`config.mk`:
```
export PLATFORM = sky130hd
export DESIGN_NAME = instr_fetch_unit
export DESIGN_NICKNAME = d
export VERILOG_FILES = /design/src/rtl/instr_fetch_unit.sv
export SDC_FILE = /design/constraint.sdc
export NUM_CORES = 1
export LEC_CHECK = 0
export CAP_MARGIN = 0
export CORE_MARGIN = 2
export CORE_UTILIZATION = 49
export CTS_CLUSTER_DIAMETER = 150
export DETAILED_ROUTE_END_ITERATION = 8
export GPL_TIMING_DRIVEN = 0
export PLACE_DENSITY = 0.72
export SETUP_SLACK_MARGIN = 0.3
export SYNTH_ARGS = -nofsm -noshare
export SYNTH_HDL_FRONTEND = slang
export SYNTH_SLANG_ARGS = --single-unit
```
`constraint.sdc`:
```
create_clock -name clk -period 2.99 [get_ports clk]
set_input_delay 0.7475 -clock clk [delete_from_list [all_inputs] [get_ports clk]]
set_output_delay 0.7475 -clock clk [all_outputs]
set_load 0.05 [all_outputs]
```
`src/rtl/instr_fetch_unit.sv`:
```
// Instruction fetch front end: PC, synchronous imem reads, prefetch queue, valid/ready delivery.
// Optional performance counters (fetch_count/stall_count) are built when IFU_PERF_CNT_EN is defined.
module instr_fetch_unit #(
  parameter int                    ADDR_WIDTH = 8,
  parameter int                    DEPTH      = 4,
  parameter logic [ADDR_WIDTH-1:0] RESET_PC   = '0
) (
  input  logic                  clk,
  input  logic                  reset,
  output logic                  imem_rd_en,
  output logic [ADDR_WIDTH-1:0] imem_addr,
  input  logic [31:0]           imem_rdata,
  output logic [31:0]           instruction,
  output logic [ADDR_WIDTH-1:0] instr_pc,
  output logic                  instr_valid,
  input  logic                  instr_ready,
  input  logic                  redirect_valid,
  input  logic [ADDR_WIDTH-1:0] redirect_pc
`ifdef IFU_PERF_CNT_EN
  ,
  output logic [31:0]           fetch_count,
  output logic [31:0]           stall_count
`endif
);

  localparam int PW = $clog2(DEPTH);
  localparam int CW = PW + 1;

  logic [ADDR_WIDTH-1:0] fetch_pc_q, fetch_pc_d;
  logic [ADDR_WIDTH-1:0] inflight_pc_q, inflight_pc_d;
  logic                  inflight_q, inflight_d;
  logic [CW-1:0]         count_q, count_d;
  logic [PW-1:0]         rd_ptr_q, rd_ptr_d;
  logic [PW-1:0]         wr_ptr_q, wr_ptr_d;

  logic [31:0]           instr_mem_q [DEPTH];
  logic [ADDR_WIDTH-1:0] pc_mem_q    [DEPTH];

  logic issue;
  logic push;
  logic pop;

  // Issue is blocked in a redirect cycle, so the only read that can be in flight at a
  // redirect edge is the one returning right now; clearing the queue on that edge kills it.
  always_comb begin
    issue = !reset && !redirect_valid &&
            ((count_q + CW'(inflight_q)) < CW'(DEPTH));
    push  = inflight_q && !redirect_valid;
    pop   = (count_q != '0) && instr_ready;
  end

  assign imem_rd_en  = issue;
  assign imem_addr   = reset ? RESET_PC : fetch_pc_q;
  assign instr_valid = (count_q != '0);
  assign instruction = instr_valid ? instr_mem_q[rd_ptr_q] : '0;
  assign instr_pc    = instr_valid ? pc_mem_q[rd_ptr_q]    : '0;

  always_comb begin
    fetch_pc_d    = fetch_pc_q;
    inflight_d    = issue;
    inflight_pc_d = issue ? fetch_pc_q : inflight_pc_q;
    count_d       = count_q;
    rd_ptr_d      = rd_ptr_q;
    wr_ptr_d      = wr_ptr_q;
    if (redirect_valid) begin
      fetch_pc_d = redirect_pc;
      count_d    = '0;
      rd_ptr_d   = '0;
      wr_ptr_d   = '0;
    end else begin
      if (issue) fetch_pc_d = fetch_pc_q + ADDR_WIDTH'(1);
      if (push)  wr_ptr_d   = wr_ptr_q + PW'(1);
      if (pop)   rd_ptr_d   = rd_ptr_q + PW'(1);
      count_d = count_q + CW'(push) - CW'(pop);
    end
  end

  // NOTE: state registers use non-blocking assignments so every flop samples pre-edge values.
  always_ff @(posedge clk) begin
    if (reset) begin
      fetch_pc_q    <= RESET_PC;
      inflight_q    <= 1'b0;
      inflight_pc_q <= RESET_PC;
      count_q       <= '0;
      rd_ptr_q      <= '0;
      wr_ptr_q      <= '0;
    end else begin
      fetch_pc_q    <= fetch_pc_d;
      inflight_q    <= inflight_d;
      inflight_pc_q <= inflight_pc_d;
      count_q       <= count_d;
      rd_ptr_q      <= rd_ptr_d;
      wr_ptr_q      <= wr_ptr_d;
    end
  end

  // NOTE: queue storage is not reset; count_q gates visibility and the outputs mask stale words.
  always_ff @(posedge clk) begin
    if (push && !reset) begin
      instr_mem_q[wr_ptr_q] <= imem_rdata;
      pc_mem_q[wr_ptr_q]    <= inflight_pc_q;
    end
  end

`ifdef IFU_PERF_CNT_EN
  logic [31:0] fetch_count_q;
  logic [31:0] stall_count_q;

  // Redirects do not clear these; a transfer in a redirect cycle still counts.
  always_ff @(posedge clk) begin
    if (reset) begin
      fetch_count_q <= '0;
      stall_count_q <= '0;
    end else begin
      if (pop)                         fetch_count_q <= fetch_count_q + 32'd1;
      if (instr_valid && !instr_ready) stall_count_q <= stall_count_q + 32'd1;
    end
  end

  assign fetch_count = fetch_count_q;
  assign stall_count = stall_count_q;
`endif

endmodule

```
-- Word level (Yosys, flattened, before mapping)
Memory sizes are Yosys's and may differ from the RTL's. A register that Yosys moved wholly into a read port is not among the register bits.
Cells that the tools add are included.
- bits in writable memories: 160
- latch bits: 0
- memories: 2
- bits of input ports: 44
- ROM bits: 0
- bits in registers: 24
- equal/unequal tests: 0
- add/subtract/negate cells: 6
- shift-type cells: 0
- multiplexer cells: 11
- reductions and logical operators: 10
- bitwise operators: 0
- magnitude comparators: 1
- multiply operators: 0
- div/mod/pow operators: 0
- memories (name ; depth ; bits a word ; rd ports ; clocked after Yosys merged registers in ; wr ports ; line ; text):
    instr_mem_q ; 4 ; 32 ; 1 ; 1 ; 1 ; 36 ; logic [31:0] instr_mem_q [DEPTH];
    pc_mem_q ; 4 ; 8 ; 1 ; 1 ; 1 ; 37 ; logic [ADDR_WIDTH-1:0] pc_mem_q [DEPTH];
- operators with widths (operator ; count):
    $mux 32 ; 1
    $mux 8 ; 4
    $add 8x1->8 const B ; 1
    $mux 2 ; 4
    $add 3x1->3 ; 2
    $logic_and 1x1->1 ; 5
    $add 2x1->2 const B ; 2
    $lt 3x3->1 const B ; 1
    $reduce_bool 3->1 ; 1
    $sub 3x1->3 ; 1
    $logic_not 1->1 ; 2
    $mux 1 ; 2
    $reduce_bool 2->1 ; 1
    $reduce_or 2->1 ; 1

-- Logic depth before layout (Yosys ltp)
Gate-level depths: netlist of the first run.
- depth in word-level cells: 5
- mapped depth: 10
- gate-level depth less buffers: 9

-- Worst setup path after synthesis of the first run
Ideal clock, no wire load.
- path type: reg2out
- from: register count_q[1]
- to: output instr_pc[0]
- arrival: 1.856 ns
- cell stages (with the launch flop): 5
- buffers on the path: 2
- slack: 0.386 ns
- cell sequence: dfxtp_1 > or3_1 > clkbuf_1 > clkbuf_1 > and2_1
- longest elaborated chain between the ends: 2
- ends and longest elaborated chain (item ; line ; text):
    from (decl) ; 32 ; logic [CW-1:0] count_q, count_d;
    from (signal assigned) ; 91 ; count_q <= count_d;
    $reduce_bool 3->1 ; 54 ; assign instr_valid = (count_q != '0);
    via instr_valid ; 15 ; output logic instr_valid,
    $mux 8 ; 56 ; assign instr_pc = instr_valid ? pc_mem_q[rd_ptr_q] : '0;
    to (decl) ; 14 ; output logic [ADDR_WIDTH-1:0] instr_pc,
The timed path passes the listed nets, and every way through them passes these cells.

==> results of run 1 <==
[registers in the layout, summed over array words and instances (netlist names), named ones only]
name / flops
wr_ptr_q: 2
inflight_pc_q: 8
fetch_pc_q: 8
count_q: 3
pc_mem_q: 32
rd_ptr_q: 2
instr_mem_q: 128
inflight_q: 1
[where the power goes]
part	switching (mW)	leakage (nW)	internal [mW]
logic	0.268	1.57	0.243
clock network	0.899	0.262	1.22
registers	0.0255	1.66	2.84
[layout make-up]
cell class | instances | area share
clock buffer | 20 | 0.04465
timing repair buffer | 115 | 0.1494
sequential | 186 | 0.5447
tap | 184 | 0.02354
buffer | 22 | 0.02290
clock inverter | 12 | 0.01292
multi-input combinational | 174 | 0.1985
antenna | 1 | 0.0002559
inverter | 8 | 0.003070
[metal layers]
layer / vias up / wire, µm
met5: - / 0
met4: 0 / 153
met3: 14 / 644
met2: 107 / 7176
met1: 1977 / 5963
li1: 1779 / -
[worst max-delay path, cell delays in order (launching register included)]
cell       delay [ns]
dfxtp_2          0.35
clkbuf_16        0.16
buf_6            0.11
buf_16           0.11
buf_4            0.10
mux4_2           0.48
and2_4           0.16
buf_8            0.14
[kinds of logic (layout without fill, tap and decap cells)]
logic type | after synthesis | in the layout | share of synthesized area
muxes | 49 | 49 | 0.1355
DFF | 186 | 186 | 0.7281
adders and majority gates | 8 | 8 | 0.01471
buffers and inverters | 30 | 177 | 0.02002
and+or+nand+nor | 87 | 87 | 0.06638
AOI/OAI and AO/OA | 18 | 18 | 0.02087
xor gates and xnor gates | 12 | 12 | 0.01437
other | 0 | 1 | 0
[worst max path at each step]
stage | depth (start not counted) | to | start
after global routing | 7 | instruction[8] | flip-flop
after floorplan | 4 | instr_pc[0] | count_q[1]$_SDFF_PN0_
after CTS | 7 | instruction[13] | flip-flop
after global placement | 3 | instr_mem_q[0][26]$_DFFE_PP_ | redirect_valid
final | 7 | instruction[8] | flip-flop
after detailed placement | 6 | imem_rd_en | redirect_valid
[synthesized netlist by cell type, drive strengths merged (4+ instances only)]
cell / n
a211oi: 5
and2: 42
and3: 5
buf: 8
clkbuf: 14
dfxtp: 26
edfxtp: 160
ha: 7
inv: 8
mux2i: 9
mux4: 40
nor2: 23
nor2b: 8
xnor2: 4
xor2: 8
[what timing repair did]
action | in CTS | in global routing
cloned | 4 | 0
endpoints found under the setup margin | 48 | 46
setup buffers | 13 | 2
pin swaps | 1 | 29
resized for setup | 298 | 130
[stage by stage]
stage | instances | setup TNS [ns] | power, mW
after floorplan | 390 | 0 | 3.163
after global placement | 666 | -131.91 | 3.335
after detailed placement | 670 | -3.474 | 3.348
after CTS | 719 | 0 | 5.475
after global routing | 721 | 0 | 5.691
final | 722 | 0 | 5.499
==> metrics.cfg, run 1 <==
[detailed_routing]
dr_total_vias = 3877
routed_wirelength_mm = 13.94
detail_route.drc_violations = 0
drt-pass1-iter-count = 5
detail_route.wl_per_cell_um = 19.30
drc_violation_total_after_the_first_tritonroute_iteration = 317
detail-route-antenna-nets = 0
avgViaCountPerCell = 5.370

[cells_and_area]
nNetsFinal = 576
filler_instances = 991
area.sequential_um2 = 5328
mostFrequentLayoutCells = edfxtp_1 (160), clkdlybuf4s50_1 (41), mux4_2 (40), and2_4 (35), buf_8 (29)
multiInputGateArea_um2 = 1942
post-route-util = 0.6730
mostFrequentLayoutCell = edfxtp_1
drive_gt1_frac = 0.3706
final_cell_area_um2 = 9781
syn_to_final_growth_pct = 33.74

[cts]
ctsHtreeMaxLevel = 4
postCtsHoldBufs = 0
path_clk_slew_ns = 0.06
cts_num_sinks = 186
clk-insertion-delay-late_ns = 0.43
clockBufferDepth = 2
tritoncts_clock_tree = done
cts_inserted_buffers = 17
root_buffer = clkbuf_16

[place]
gpl.final_weighted_congestion = 0.7835
preCtsSetupSlack_ns = -0.5005
dp_hpwl_mm = 8.634
placed_area_um2 = 8564
numPortBuffers = 92

[timing]
portion_of_the_clock_cycle_consumed_by_the_worst_path_in_the_final_layout = 0.9305
timing.final.crit_period_ns = 2.782
rsz0062_at_grt = yes
clock-skew-final_ns = 0.007805
slew_violations = 0
worst_tran_pin_value_ns = 0.6631
setup_violations = 0
hold_viol = 0
slew_headroom = 0.5580
worst_slack_ns = 0.2077
hold-worst-slack_ns = 0.5166
max_freq_mhz = 359.4

[floorplanning]
chipWidth_um = 126.2
core_area_um2 = 14530
floorplan.initialDensity = 0.5032
floorplan.die_area_um2 = 15920
std_cell_rows = 44
boundaryPins = 94
die_height_um = 126.2

[synth]
synth_seq_area_share = 0.7281
netlist.area_leader.share = 0.6570
synth_top_flop_cell = edfxtp_1
synth_cell_types = 34
cell_area_after_technology_mapping_um2 = 7313
netlist_top_cells_area = edfxtp_1 (66%), mux4_2 (12%), dfxtp_1 (7.1%), and2_1 (3.6%), mux2i_1 (1.2%)
ys_seq_elements = 186
synth.avg_cell_area_um2 = 18.75
synth_nets = 442
count_of_flip_flops_with_a_built_in_enable_after_synthesis = 160
ys.warnings.count = 0
synth_area_leader_cell = edfxtp_1
async_flop_share = 0
postSynthCellCount = 390

[min_path]
hold-path-endpoint = pc_mem_q[2][2]$_DFFE_PP_
hp-start = inflight_pc_q[2]$_SDFFE_PP0P_
hold_path.class = reg -> reg
whs_path_depth = 0

[global_routing]
antenna_found_initial = 0
grt_pass1_vias = 3996
grt_util_met2 = 0.3020
grt-ovfl-total = 0
grt_util_met1 = 0.2391
grt.met3_usage = 0.05268
grt_most_used_layer = met2
grt_start_max_net_pins = 23
track_usage = 0.1837
grt_pass1_wl_mm = 21.86

[power_and_ir_drop]
vdd_ir_drop_max_v = 0.0004043
p_per_area_nw_per_um2 = 562.2
static_leakage_nw = 3.490

[run]
drv.max_cap_violation_count = 0

[worst_setup_path]
worst_ep_required_time_ns = 2.24
setup.worst_path.class = reg -> out
startpoint_type = flip-flop
timing.rr.end = count_q[2]$_SDFF_PN0_
reg2reg_depth = 10
r2r_path_start = count_q[0]$_SDFF_PN0_
ff2ff_setup_slack_ns = 0.59
critical_path_sink_type = primary output
critical_path_arrival_ns = 2.03
maximum_fanout_count_along_the_critical_path = 7

[run_status]
run_status = completed

Note: power is estimated with default switching activity, not from simulation.
==> run 2, diff against run 1 <==
--- a/config.mk
+++ b/config.mk
@@ -5,10 +5,11 @@
 export SDC_FILE = /design/constraint.sdc
 export NUM_CORES = 1
 export LEC_CHECK = 0
-export CAP_MARGIN = 0
+export CAP_MARGIN = 30
 export CORE_MARGIN = 2
 export CORE_UTILIZATION = 49
 export CTS_CLUSTER_DIAMETER = 150
+export CTS_CLUSTER_SIZE = 40
 export DETAILED_ROUTE_END_ITERATION = 8
 export GPL_TIMING_DRIVEN = 0
 export PLACE_DENSITY = 0.72
==> run 2 against run 1 <==
Sequential power about the same. First-iteration DRC count unchanged. Combinational power barely moved. Die area unchanged. Power unchanged. Register-to-register slack is essentially flat. Sequential share of layout area did not move.
==> metrics.cfg, run 2 (same netlist as run 1, synthesis figures left out) <==
[detailed_routing]
avgViaCountPerCell = 5.370
detail_route.wl_per_cell_um = 19.30
detail_route.drc_violations = 0
detail-route-antenna-nets = 0
dr_total_vias = 3877
routed_wirelength_mm = 13.94
drt-pass1-iter-count = 5
drc_violation_total_after_the_first_tritonroute_iteration = 317

[floorplanning]
floorplan.initialDensity = 0.5032
core_area_um2 = 14530
boundaryPins = 94
die_height_um = 126.2
chipWidth_um = 126.2
floorplan.die_area_um2 = 15920
std_cell_rows = 44

[worst_setup_path]
maximum_fanout_count_along_the_critical_path = 7
setup.worst_path.class = reg -> out
startpoint_type = flip-flop
worst_ep_required_time_ns = 2.24
critical_path_arrival_ns = 2.03
critical_path_sink_type = primary output

[global_routing]
grt_pass1_vias = 3996
antenna_found_initial = 0
grt_start_max_net_pins = 23
grt-ovfl-total = 0
track_usage = 0.1837
grt_pass1_wl_mm = 21.86

[timing]
worst_tran_pin_value_ns = 0.6631
rsz0062_at_grt = yes
timing.final.crit_period_ns = 2.782
slew_headroom = 0.5580
max_freq_mhz = 359.4
hold_viol = 0
clock-skew-final_ns = 0.007805
setup_violations = 0
slew_violations = 0
portion_of_the_clock_cycle_consumed_by_the_worst_path_in_the_final_layout = 0.9305

[run]
drv.max_cap_violation_count = 0

[place]
numPortBuffers = 92
gpl.final_weighted_congestion = 0.7835
placed_area_um2 = 8564
dp_hpwl_mm = 8.634

[cells_and_area]
mostFrequentLayoutCells = edfxtp_1 (160), clkdlybuf4s50_1 (41), mux4_2 (40), and2_4 (35), buf_8 (29)
syn_to_final_growth_pct = 33.74
post-route-util = 0.6730
largest_reg_flops = 128
drive_gt1_frac = 0.3706
registers.top_by_ff_count = instr_mem_q
biggestRegsByFlops = instr_mem_q: 128 flops, pc_mem_q: 32 flops
nNetsFinal = 576
mostFrequentLayoutCell = edfxtp_1
final_cell_area_um2 = 9781

[min_path]
hold_path.class = reg -> reg

[cts]
cts_num_sinks = 186
clockBufferDepth = 2
cts_inserted_buffers = 17
clk-insertion-delay-late_ns = 0.43
ctsHtreeMaxLevel = 4
tritoncts_clock_tree = done
path_clk_slew_ns = 0.06
root_buffer = clkbuf_16

[power_and_ir_drop]
vdd_ir_drop_max_v = 0.0004043
p_per_area_nw_per_um2 = 562.2
total_power_mw = 5.499
static_leakage_nw = 3.490

[run_status]
run_status = completed

run 2: cell counts in the layout (fill, tap and decap cells not counted):
No cell type changed its count.
run 2: final timing paths:
| kind | start | end | slack, ns | cells past startpoint |
|---|---|---|---|---|
| hold reg to reg | inflight_pc_q[2]$_SDFFE_PP0P_ | pc_mem_q[2][2]$_DFFE_PP_ | 0.52 | 0 |
| hold / removal | inflight_pc_q[2]$_SDFFE_PP0P_ | pc_mem_q[2][2]$_DFFE_PP_ | 0.52 | 0 |
| setup / recovery | flip-flop | instruction[8] | 0.21 | 7 |
| setup reg to reg | count_q[0]$_SDFF_PN0_ | count_q[2]$_SDFF_PN0_ | 0.59 | 10 |
run 2: timing repair:
action,CTS,global route
pin swaps,1,29
endpoints found under the setup margin,48,46
hold endpoints to repair,0,0
gates resized for setup,298,130
setup buffers,13,2
hold buffers,0,0
gates cloned,4,0
run 2: where the power goes:
group	internal (mW)	switching, mW
Combinational	0.243	0.268
Sequential	2.84	0.0255
Clock	1.22	0.899
run 2: per-stage QoR:
| step | TNS [ns] | setup slack, ns | hold WS [ns] | std cells |
|---|---|---|---|---|
| 4_1_cts | 0 | 0.09433 | 0.5196 | 719 |
| 3_5_place_dp | -3.474 | -0.5005 | 0.5072 | 670 |
| 5_1_grt | 0 | 0.1388 | 0.5365 | 721 |
| 2_1_floorplan | 0 | 0.3863 | 0.4599 | 390 |
| 6_report | 0 | 0.2077 | 0.5166 | 722 |
| 3_3_place_gp | -131.91 | -0.8317 | 0.4805 | 666 |
run 2: worst max-delay path, cell delays in order, from the launching register on:
cell       delay, ns
dfxtp_2         0.35
clkbuf_16       0.16
buf_6           0.11
buf_16          0.11
buf_4           0.10
mux4_2          0.48
and2_4          0.16
buf_8           0.14
run 2: area by class of cell:
cell class | instances | area [µm²]
Buffer | 22 | 224.0
Inverter | 8 | 30.03
Clock buffer | 20 | 436.7
Multi-Input combinational cell | 174 | 1942
Tap cell | 184 | 230.2
Fill cell | 991 | 4753
Clock inverter | 12 | 126.4
Antenna cell | 1 | 2.502
Timing Repair Buffer | 115 | 1461
Sequential cell | 186 | 5328
run 2: metal layers:
layer / vias up / share of wire / GRT usage
li1: 1779 / - / -
met1: 1977 / 0.43 / 0.2391
met2: 107 / 0.51 / 0.3020
met3: 14 / 0.046 / 0.05268
met4: 0 / 0.011 / 0.05818
met5: - / 0 / 0
==> run 3, diff against run 2 <==
==> constraint.sdc (replaced) <==
create_clock -name clk -period 3.5 [get_ports clk]
set_input_delay 0.875 -clock clk [delete_from_list [all_inputs] [get_ports clk]]
set_output_delay 0.875 -clock clk [all_outputs]
set_load 0.05 [all_outputs]
==> run 3 against run 2 <==
Count of clock-buffer cells in the layout is the same. Final cell count shrank 2.8%. Global-route usage shrank 0.49 points. Combinational power shrank 30%. Routed wire length shrank 4.8%. Largest cell class unchanged. Die area is the same. Critical endpoint is now imem_rd_en. Register-to-register slack gained 0.47 ns. Clock power shrank 15%.
==> metrics.cfg, run 3 (same netlist as run 1, synthesis figures left out) <==
[run_status]
run_status = completed

[global_routing]
antenna_found_initial = 0
grt_start_max_net_pins = 23
grt-ovfl-total = 0
grt_pass1_vias = 3927
grt_pass1_wl_mm = 21.23
track_usage = 0.1788

[detailed_routing]
drc_violation_total_after_the_first_tritonroute_iteration = 343
detail_route.drc_violations = 0
dr_total_vias = 3784
routed_wirelength_mm = 13.26
avgViaCountPerCell = 5.390
detail-route-antenna-nets = 0
detail_route.wl_per_cell_um = 18.89
drt-pass1-iter-count = 5

[power_and_ir_drop]
static_leakage_nw = 3.086
vdd_ir_drop_max_v = 0.0003447
total_power_mw = 4.611
p_per_area_nw_per_um2 = 501.5

[floorplanning]
floorplan.die_area_um2 = 15920
boundaryPins = 94
core_area_um2 = 14530
std_cell_rows = 44
chipWidth_um = 126.2
floorplan.initialDensity = 0.5032
die_height_um = 126.2

[worst_setup_path]
max_stage_delay_ns = 0.55
critical_path_arrival_ns = 2.25
maximum_fanout_count_along_the_critical_path = 10
critical_path.cell_chain = clkdlybuf4s50_1 > nor2_4 > o21ai_1 > buf_4 > inv_1 > buf_2
worst_ep_required_time_ns = 2.62
startpoint_type = primary input
critical-path-slowest-cell = clkdlybuf4s50_1
critical_path_sink_type = primary output
setup.worst_path.class = in -> out

[cells_and_area]
mostFrequentLayoutCells = edfxtp_1 (160), clkdlybuf4s50_1 (46), and2_1 (42), mux4_2 (40), clkdlybuf4s15_2 (39)
syn_to_final_growth_pct = 25.73
largest_reg_flops = 128
nNetsFinal = 557
drive_gt1_frac = 0.2703
biggestRegsByFlops = instr_mem_q: 128 flops, pc_mem_q: 32 flops
mostFrequentLayoutCell = edfxtp_1
post-route-util = 0.6327
insertedDiodeCount = 0
registers.top_by_ff_count = instr_mem_q

[place]
numPortBuffers = 92
gpl.final_weighted_congestion = 0.7835
dp_hpwl_mm = 8.634
preCtsSetupSlack_ns = -0.2455

[cts]
postCtsHoldBufs = 0
tritoncts_clock_tree = done
path_clk_slew_ns = 0.06
cts_inserted_buffers = 17
clk-insertion-delay-late_ns = 0.43
ctsHtreeMaxLevel = 4
clockBufferDepth = 2
cts_setup_buffers = 0
cts_num_sinks = 186
root_buffer = clkbuf_16

[timing]
hold-worst-slack_ns = 0.5177
timing.final.crit_period_ns = 3.124
max_freq_mhz = 320.1
rsz0062_at_grt = no
hold_viol = 0
slew_headroom = 0.5823
slew_violations = 0
worst_slack_ns = 0.3757
setup_tns_final_ns = 0
portion_of_the_clock_cycle_consumed_by_the_worst_path_in_the_final_layout = 0.8926
setup_violations = 0
clock-skew-final_ns = 0.008479
worst_tran_pin_value_ns = 0.6266

[run]
drv.max_cap_violation_count = 0

[min_path]
hold_path.class = reg -> reg

run 3: changes by cell type in the layout (fill, tap and decap cells not counted), sizes merged:
| cell | previous run | this run |
|---|---|---|
| buf | 76 | 13 |
| clkdlybuf4s15 | 0 | 39 |
| clkdlybuf4s50 | 41 | 46 |
| clkbuf | 31 | 35 |
| dlymetal6s2s | 4 | 0 |
| diode | 1 | 0 |
run 3: worst paths after layout:
kind	start	end	slack [ns]	depth (start not counted)
hold / removal	inflight_pc_q[1]$_SDFFE_PP0P_	pc_mem_q[0][1]$_DFFE_PP_	0.52	0
hold reg to reg	inflight_pc_q[1]$_SDFFE_PP0P_	pc_mem_q[0][1]$_DFFE_PP_	0.52	0
setup reg to reg	count_q[1]$_SDFF_PN0_	count_q[2]$_SDFF_PN0_	1.06	10
setup / recovery	redirect_valid	imem_rd_en	0.38	6
run 3: power breakdown:
part           internal, mW  switching, mW
sequential             2.43         0.0211
clock                  1.04          0.763
combinational         0.143          0.213
run 3: area by class of cell:
class,instances,area (µm²)
fill,1050,5339
sequential,186,5325
multi-input combinational,174,1854
timing repair buffer,96,1049
clock buffer,20,436.7
tap,184,230.2
buffer,22,143.9
clock inverter,12,126.4
inverter,8,30.03
run 3: timing repair:
action                                  CTS  global route
endpoints found under the setup margin   46            42
resized for setup                       135            15
endpoints found under the hold margin     0             0
run 3: worst max-delay path, delay by kind of cell:
family          cells  cell delay [ns]
buf+inv             4             1.08
simple gates        1             0.21
compound gates      1             0.08
run 3: stage by stage:
| stage | instances | area, µm² |
|---|---|---|
| 3_3_place_gp | 666 | 8464 |
| 2_1_floorplan | 390 | 7313 |
| 4_1_cts | 702 | 9188 |
| 6_report | 702 | 9195 |
| 3_5_place_dp | 670 | 8564 |
| 5_1_grt | 702 | 9195 |
run 3: routing by layer:
metal  up-vias  routed length [µm]  track usage
li1       1737                   -            -
met1      1922                5647       0.2304
met2       111                6763       0.2948
met3        14                 697      0.05268
met4         0                 155      0.05818
met5         -                   0            0
==> edit: new RTL, config.mk and constraints of run 3 <==
The parameter `DEPTH` goes from 4 to 2.
--- a/src/rtl/instr_fetch_unit.sv
+++ b/src/rtl/instr_fetch_unit.sv
@@ -3,5 +3,5 @@
 module instr_fetch_unit #(
   parameter int                    ADDR_WIDTH = 8,
-  parameter int                    DEPTH      = 4,
+  parameter int                    DEPTH      = 2,
   parameter logic [ADDR_WIDTH-1:0] RESET_PC   = '0
 ) (
Formal check against the unedited RTL: not equivalent (a bounded check fails within 4 cycles, from zero or initial values and one cycle with reset high).
==> edit against run 3 <==
Wire length is 46% lower; utilization is 4.2 points higher; sequential share of layout area is 6.4 points lower; global-route usage is 1.2 points lower; cell area is 40% lower; register-to-register slack better by 0.66 ns; area after synthesis is 44% lower; sequential cell count is 84 lower; power is 49% lower; setup slack better by 0.031 ns.
==> edit: results (changes against run 3) <==
run_status:
  status: "completed"  # unchanged
place:
  dp_cells: 494  # was 670
  dp_hpwl_um: 4930  # was 8630 µm
  dpl_cell_area_mm2: 0.00523  # was 0.00856 mm²
  portBuffers: 93  # was 92
sta:
  finalCritPeriodShare_pct: 88.4  # was 89.3%
  final.setup_skew_ns: 0.00451  # was 0.00848 ns
  hold_slack_ns: 0.461  # was 0.518 ns
  maxSlewHeadroom_pct: 56.4  # was 58.2%
clock_tree:
  cts_resized: 19  # was 135
  cts_buffers: 9  # was 17
  path_clk_slew_ns: 0.09  # was 0.06 ns
  clk_latency_ns: 0.35  # was 0.43 ns
route:
  wl_met2_um: 3380  # was 6760 µm
  first_pass_iters: 4  # was 5
  viasPerCell: 4.96  # was 5.39
  drt_iter0_drc: 129  # was 343
  routed_wl_um: 7100  # was 13300 µm
  met1_length_um: 3210  # was 5650 µm
global_route:
  grt_max_degree: 37  # was 23
  grt_pass1_wl_um: 11500  # was 21200 µm
  gr-usage-met2_pct: 26.9  # was 29.5%
  met3_usage_pct: 2.77  # was 5.27%
  grt_pass1_vias: 2391  # was 3927
  use_met1_pct: 22.2  # was 23.0%
  grt_use_total_pct: 16.7  # was 17.9%
power_and_ir_drop:
  power_frac_clock_pct: 33.2  # was 39.2%
  p_int_w: 0.00183  # was 0.00361 W
  combPwrFrac_pct: 9.4  # was 7.7%
yosys:
  synth_edf_count: 80  # was 160
  postSynthNetCount: 340  # was 442
setup_path:
  cp_data_arrival_time_ns: 2.22  # was 2.25 ns
  reg2reg_slack_ns: 1.72  # was 1.06 ns
  r2r-end: "count_q[1]"  # was count_q[2]
final_layout:
  layout.cells.non_filler: 511  # was 702
  top_regs: "instr_mem_q (64), pc_mem_q (16)"  # was instr_mem_q (128), pc_mem_q (32)
  drive_gt1_share_pct: 10.1  # was 27.0%
  final_nets: 447  # was 557
hold_path:
  hp-start: "inflight_pc_q[4]"  # was inflight_pc_q[1]
[edit: changes by cell type after synthesis, moves of 6 or more]
cell,change
and2_1,-41
clkbuf_1,-7
edfxtp_1,-80
inv_1,-6
mux2i_1,+32
mux4_2,-40
nand2_1,+8
nand2b_1,+7
nor2_1,+32
o21ai_0,+7
xor2_1,-6
[edit: cell type report]
type | instances | area (µm²)
flip-flops and latches | 102 | 2840
repair buffers | 96 | 1030
well taps | 105 | 131
multi-input cells | 174 | 1180
clock inverters | 5 | 83.8
clock buffers | 11 | 131
plain buffers | 16 | 108
fillers | 606 | 2660
inverters | 2 | 7.51
[edit: cell families after synthesis]
family	Yosys count	share of synthesized area, %
xor+xnor	10	2.13
buf+inv	18	2.52
fa+ha+maj	2	0.608
compound gates	20	3.10
simple gates	101	12.6
mux	41	9.97
flops	102	69.1
[edit: critical path: stages]
cell and delay, ns:
dlygate4sd2_1 0.32, or2_2 0.30, clkbuf_2 0.18, nor3_4 0.21, buf_6 0.17, buf_6 0.16
